--- config.mk ---
export PLATFORM = sky130hd
export DESIGN_NAME = stepper_move_ctrl
export DESIGN_NICKNAME = d
export VERILOG_FILES = /design/src/rtl/stepper_move_ctrl_pkg.sv /design/src/rtl/stepper_move_ctrl_delta.sv /design/src/rtl/stepper_move_ctrl.sv
export SDC_FILE = /design/constraint.sdc
export NUM_CORES = 1
export LEC_CHECK = 0
export BUFFER_PORTS_ARGS = -buffer_cell sky130_fd_sc_hd__buf_2
export CAP_MARGIN = 10
export CORE_UTILIZATION = 45
export DETAILED_ROUTE_END_ITERATION = 16
export GPL_ROUTABILITY_DRIVEN = 1
export PLACE_DENSITY = 0.66
export SYNTH_ARGS = -nofsm -noshare
export SYNTH_HDL_FRONTEND = slang
export SYNTH_SLANG_ARGS = --single-unit
--- constraint.sdc ---
create_clock -name clk -period 3.2 [get_ports clk]
set_clock_uncertainty 0.2 [all_clocks]
set_input_delay 0.8 -clock clk [delete_from_list [all_inputs] [get_ports clk]]
set_output_delay 0.8 -clock clk [all_outputs]
set_load 0.005 [all_outputs]
--- src/rtl/stepper_move_ctrl_pkg.sv ---
// rtl/stepper_move_ctrl_pkg.sv - shared constants and state encoding for the stepper move controller
//
// Contents:
//   POS_W_DEF       default position / step-count width
//   HOME_STEPS_DEF  default step budget issued during homing
//   MAX_POS_DEF     default highest legal position (soft-limit build only)
//   COIL_FWD/BWD    coil-state mux select values shared with the drivers
//   state_t         controller state encoding
package stepper_move_ctrl_pkg;

    localparam int         POS_W_DEF      = 12;
    localparam logic [11:0] HOME_STEPS_DEF = 12'hFFF;
    localparam logic [11:0] MAX_POS_DEF    = 12'd3000;

    localparam logic COIL_FWD = 1'b0;
    localparam logic COIL_BWD = 1'b1;

    typedef enum logic [2:0] {
        ST_RST     = 3'd0,
        ST_IDLE    = 3'd1,
        ST_CALC    = 3'd2,
        ST_RUN_F   = 3'd3,
        ST_RUN_B   = 3'd4,
        ST_RELEASE = 3'd5,
        ST_HOME    = 3'd6
    } state_t;

endpackage

--- src/rtl/stepper_move_ctrl_delta.sv ---
// rtl/stepper_move_ctrl_delta.sv - combinational direction / step-count calculation
//
// Ports:
//   target    in   POS_W  absolute target position
//   position  in   POS_W  current tracked position
//   go_fwd    out  1      target lies above position
//   go_bwd    out  1      target lies below position
//   delta     out  POS_W  unsigned distance, zero when equal
module stepper_move_ctrl_delta #(
    parameter int POS_W = 12
) (
    input  logic [POS_W-1:0] target,
    input  logic [POS_W-1:0] position,
    output logic             go_fwd,
    output logic             go_bwd,
    output logic [POS_W-1:0] delta
);

    // Compare first so the subtraction picks the operand order that cannot underflow.
    always_comb begin
        go_fwd = (target > position);
        go_bwd = (target < position);
        delta  = '0;
        if (go_fwd) begin
            delta = target - position;
        end else if (go_bwd) begin
            delta = position - target;
        end
    end

endmodule

--- src/rtl/stepper_move_ctrl.sv ---
// rtl/stepper_move_ctrl.sv - go/steps/done initiator for one axis of fwd/bwd stepper drivers
//
// Optional feature: define STEPPER_SOFT_LIMIT_EN to clamp targets to MAX_POS
// and reject moves while the axis is not homed.
//
// Ports:
//   clk, rst             clock, asynchronous active-high reset
//   cmd_valid/cmd_ready  command handshake (accepted when both high)
//   cmd_home             1 = homing command, 0 = move to cmd_target
//   cmd_target           absolute target position
//   fwd_go/bwd_go        go to the forward / backward driver
//   steps                step count presented to both drivers
//   dir_bwd              coil mux select, 1 = backward driver owns the coils
//   fwd_done/bwd_done    driver completion
//   boundary             limit switch (already synchronised)
//   position             tracked axis position
//   homed                position valid since last successful homing
//   err                  sticky error, cleared on the next accepted command
module stepper_move_ctrl
    import stepper_move_ctrl_pkg::*;
#(
    parameter int               POS_W      = POS_W_DEF,
    parameter logic [POS_W-1:0] HOME_STEPS = HOME_STEPS_DEF,
    parameter logic [POS_W-1:0] MAX_POS    = MAX_POS_DEF
) (
    input  logic             clk,
    input  logic             rst,
    input  logic             cmd_valid,
    input  logic             cmd_home,
    input  logic [POS_W-1:0] cmd_target,
    output logic             cmd_ready,
    output logic             fwd_go,
    output logic             bwd_go,
    output logic [POS_W-1:0] steps,
    output logic             dir_bwd,
    input  logic             fwd_done,
    input  logic             bwd_done,
    input  logic             boundary,
    output logic [POS_W-1:0] position,
    output logic             homed,
    output logic             err
);

    state_t           state, state_nx;
    logic [POS_W-1:0] target_q;
    logic [POS_W-1:0] eff_target;
    logic             move_ok;
    logic             calc_fwd, calc_bwd;
    logic [POS_W-1:0] calc_delta;

`ifdef STEPPER_SOFT_LIMIT_EN
    assign eff_target = (target_q > MAX_POS) ? MAX_POS : target_q;
    assign move_ok    = homed;
`else
    assign eff_target = target_q;
    assign move_ok    = 1'b1;
`endif

    stepper_move_ctrl_delta #(
        .POS_W    (POS_W)
    ) u_delta (
        .target   (eff_target),
        .position (position),
        .go_fwd   (calc_fwd),
        .go_bwd   (calc_bwd),
        .delta    (calc_delta)
    );

    always_ff @(posedge clk or posedge rst) begin
        if (rst) begin
            state <= ST_RST;
        end else begin
            state <= state_nx;
        end
    end

    // Go outputs decode straight from the state register, so reset drops
    // them without waiting for a clock edge.
    always_comb begin
        state_nx  = state;
        cmd_ready = 1'b0;
        fwd_go    = 1'b0;
        bwd_go    = 1'b0;
        case (state)
            ST_RST: begin
                state_nx = ST_IDLE;
            end
            ST_IDLE: begin
                cmd_ready = 1'b1;
                if (cmd_valid) begin
                    state_nx = cmd_home ? ST_HOME : ST_CALC;
                end
            end
            ST_CALC: begin
                if (!move_ok) begin
                    state_nx = ST_IDLE;
                end else if (calc_fwd) begin
                    state_nx = ST_RUN_F;
                end else if (calc_bwd) begin
                    state_nx = ST_RUN_B;
                end else begin
                    state_nx = ST_IDLE;
                end
            end
            ST_RUN_F: begin
                fwd_go = 1'b1;
                if (fwd_done) begin
                    state_nx = ST_RELEASE;
                end
            end
            ST_RUN_B: begin
                bwd_go = 1'b1;
                if (bwd_done) begin
                    state_nx = ST_RELEASE;
                end
            end
            ST_HOME: begin
                bwd_go = 1'b1;
                if (bwd_done) begin
                    state_nx = ST_RELEASE;
                end
            end
            ST_RELEASE: begin
                // One cycle with both go low lets the driver clear done and its counter.
                state_nx = ST_IDLE;
            end
            default: begin
                state_nx = ST_IDLE;
            end
        endcase
    end

    always_ff @(posedge clk or posedge rst) begin
        if (rst) begin
            target_q <= '0;
            steps    <= '0;
            dir_bwd  <= COIL_FWD;
            position <= '0;
            homed    <= 1'b0;
            err      <= 1'b0;
        end else begin
            case (state)
                ST_IDLE: begin
                    if (cmd_valid) begin
                        err <= 1'b0;
                        if (cmd_home) begin
                            steps   <= HOME_STEPS;
                            dir_bwd <= COIL_BWD;
                        end else begin
                            target_q <= cmd_target;
                        end
                    end
                end
                ST_CALC: begin
                    // Keep the clamped target so the final position matches the steps issued.
                    target_q <= eff_target;
                    if (!move_ok) begin
                        err <= 1'b1;
                    end else if (calc_fwd) begin
                        steps   <= calc_delta;
                        dir_bwd <= COIL_FWD;
                    end else if (calc_bwd) begin
                        steps   <= calc_delta;
                        dir_bwd <= COIL_BWD;
                    end
                end
                ST_RUN_F, ST_RUN_B: begin
                    if ((state == ST_RUN_F) ? fwd_done : bwd_done) begin
                        if (boundary) begin
                            // Move stopped short at the limit: true position unknown.
                            err   <= 1'b1;
                            homed <= 1'b0;
                        end else begin
                            position <= target_q;
                        end
                    end
                end
                ST_HOME: begin
                    if (bwd_done) begin
                        if (boundary) begin
                            position <= '0;
                            homed    <= 1'b1;
                        end else begin
                            err   <= 1'b1;
                            homed <= 1'b0;
                        end
                    end
                end
                default: begin
                end
            endcase
        end
    end

endmodule

==> results.cfg <==
[worst_setup_path]
path_cells = inv_1 -> ha_1 -> fa_1 -> nand2b_1 -> a211oi_2 -> a21oi_1 -> a21oi_2 -> buf_4 -> mux2_1 -> xnor2_1 -> a21oi_1
path_delay_family = compound AO/OA/AOI/OAI gates
crit_top_cell = a21oi_1
cpMaxStageDelayCell = fa_1
required_ns = 3.22
crit_fanout = 13
cp.arrival_ns = 3.00
worstSetupEndpointType = flop
cpPeakStageDelay_ns = 0.39
path_class = reg2reg
path_buf_inv = 2
crit_path_start_kind = flop

[sta]
fmax_mhz = 335.4
fin_crit_ns = 2.981
rsz0062_at_grt = no
tns_ns = 0
setup_violations = 0
relSlewSlack_pct = 24.96
hold_ws_ns = 0.3113
period_share_pct = 93.16
slew_violations = 0
tightest_slew_ns = 1.126
hold_viol = 0

[synth]
synth.area.mux_share_pct = 4.402
syn_area_um2 = 2814
synth-edff-count = 0
yosysTopAreaCell = dfrtp_1
ys_seq_elements = 42
postSynthAreaPerCell_um2 = 8.905
synth_flop_cell = dfrtp_1
synth_top_area_share_pct = 37.35
synth_top_family_by_area = compound AO/OA/AOI/OAI gates
synth_simple_gate_area_share_pct = 14.05
synth_compound_area_share_pct = 22.72
syn_nets = 360
synth.distinct_cells = 49
synthTopCellsByArea = dfrtp_1, ha_1, a21oi_1
synthArstFlopShare_pct = 100.0
postSynthCellCount = 316
synthXorXnorAreaFrac_pct = 2.801
ys_seq_area_share_pct = 37.35
synthAdderAreaFrac_pct = 11.65
synth_warnings = 0

[drt]
drt-initial-drc-count = 137
antenna_left = 0
wirelength_um = 6358
wl_per_cell_um = 14.58
viasPerCell = 5.443
route.detailed.drc = 0
vias = 2373
dr.pass1.iters = 5

[cts]
cts_sinks = 42
cts_tree = built
clk_path_buf_depth = 2
h-tree-depth = 2
worstSkewPairLatency_ns = 0.29
clk_pin_slew_worst_paths_ns = 0.08
clockRootBuffer = clkbuf_8
postCtsSetupBuffers = 0
numCtsBuffers = 5

[layout]
antenna_cells = 0
drive_above_1_share_pct = 18.84
final_common_cell = buf_2
nets = 405
area_delta_synth_final_pct = 13.61
layout_common_cells = buf_2, dfrtp_1, a21oi_1, nand2_1, inv_1

[place]
place.gp.congestion = 0.8871
port_buffers = 48
dp_hpwl_um = 4717

[power_and_ir_drop]
p_sw_share_pct = 47.58
seqPwrFrac_pct = 23.9
p_comb_share_pct = 67.8
clkPwrFrac_pct = 8.3
power.internal_uw = 2058
switchingPower_uw = 1868
leakage_uw = 0.001551
power_density_nw_per_um2 = 1228
ir_worst_vdd_uv = 423.0

[floorplan]
initial_core_util_pct = 46.97
die_h_um = 81.08
die_w_um = 81.08
dieArea_um2 = 6573
rows = 28
pin_count = 49
coreArea_um2 = 5991

[flow_run]
drv_cap = 0

[grt]
antenna_found_initial = 0
globalRouteTotalUtil_pct = 20.83
overflow = 0
grt_pass1_wl_um = 10570
grt_pass1_vias = 2318
grt_max_degree = 43

[hold_path]
hold_path.class = reg2reg

[run_status]
status = finished clean
==> worst min-delay path, delay by kind of cell, from the launching register on <==
kind	cells	cell delay (ns)
flops	1	0.35
compound gates	1	0.04
simple gates	1	0.08
==> cell families (layout without fill, tap and decap cells) <==
logic type,Yosys count,count (layout)
AOI/OAI and AO/OA,102,102
xor gates and xnor gates,9,9
adders and majority gates,25,25
buffers and inverters,47,92
DFF,42,42
muxes,12,12
and+or+nand+nor,79,79
==> path summary, 6_finish.rpt <==
check / start / to / cells past startpoint / slack [ns]
setup / recovery: eff_target[0]$_DFFE_PP0P_ / steps[4]$_DFFE_PP0P_ / 11 / 0.22
hold / removal: err$_DFFE_PP0P_ / err$_DFFE_PP0P_ / 2 / 0.31
setup reg to reg: eff_target[0]$_DFFE_PP0P_ / steps[4]$_DFFE_PP0P_ / 11 / 0.22
hold reg to reg: err$_DFFE_PP0P_ / err$_DFFE_PP0P_ / 2 / 0.31
max in group asynchronous: rst / eff_target[6]$_DFFE_PP0P_ / 3 / 2.00
min in group asynchronous: rst / position[11]$_DFFE_PP0P_ / 3 / 0.44
==> per-layer routing <==
layer  global-route usage [%]  routed length [um]  vias up
li1                         -                   -     1199
met1                    27.84                3106     1107
met2                    34.03                2934       63
met3                    2.921                 278        4
met4                    7.857                  38        0
met5                        0                   0        -
==> cell usage after synthesis (3+ instances only) <==
cell type,n
ha_1,23
inv_2,3
a22o_1,12
a31oi_1,3
mux2_1,3
nand2_1,28
nand3_1,4
xnor2_1,6
xor2_1,3
buf_2,5
a21oi_1,34
dfrtp_1,42
nor3_1,10
o22ai_1,3
mux2i_1,9
nand2b_1,4
nor2_1,14
o21ai_0,7
clkbuf_1,9
o21bai_1,3
nand3b_1,3
a21o_1,10
nand4_1,3
o21ai_1,18
inv_1,27
==> state kept, by name (all words and copies together) (netlist names) <==
name        count
steps          12
homed           1
dir_bwd         1
state           3
eff_target     12
err             1
position       12
==> stage by stage <==
step	util, %	instances	setup slack, ns	cell area, um^2	total power [uW]
after floorplan	-	316	0.4686	2814	2947
after global placement	52.01	429	0.3195	3115	3530
after detailed placement	52.01	429	0.1319	3115	3561
after CTS	53.28	436	0.09827	3192	3915
after global routing	53.36	436	0.05007	3197	4292
final	53.36	436	0.2189	3197	3927
==> power groups by stage <==
stage / combinational, uW / clock [uW] / sequential (uW)
2_1_floorplan: 2030 / 0 / 915
3_3_place_gp: 2590 / 0 / 941
3_5_place_dp: 2610 / 0 / 953
4_1_cts: 2630 / 342 / 942
5_1_grt: 2950 / 367 / 974
6_report: 2660 / 326 / 940
==> what timing repair did <==
action,in CTS,in global routing
gates resized for setup,0,1
setup endpoints to repair,0,9
hold buffers,0,0
==> cell type report <==
class	instances	area, um^2
Tap cell	75	93.84
Sequential cell	42	1051
Fill cell	570	2794
Inverter	30	112.6
Clock buffer	7	76.32
Multi-Input combinational cell	227	1570
Timing Repair Buffer	55	292.8
(Power assumes the default switching activity.)
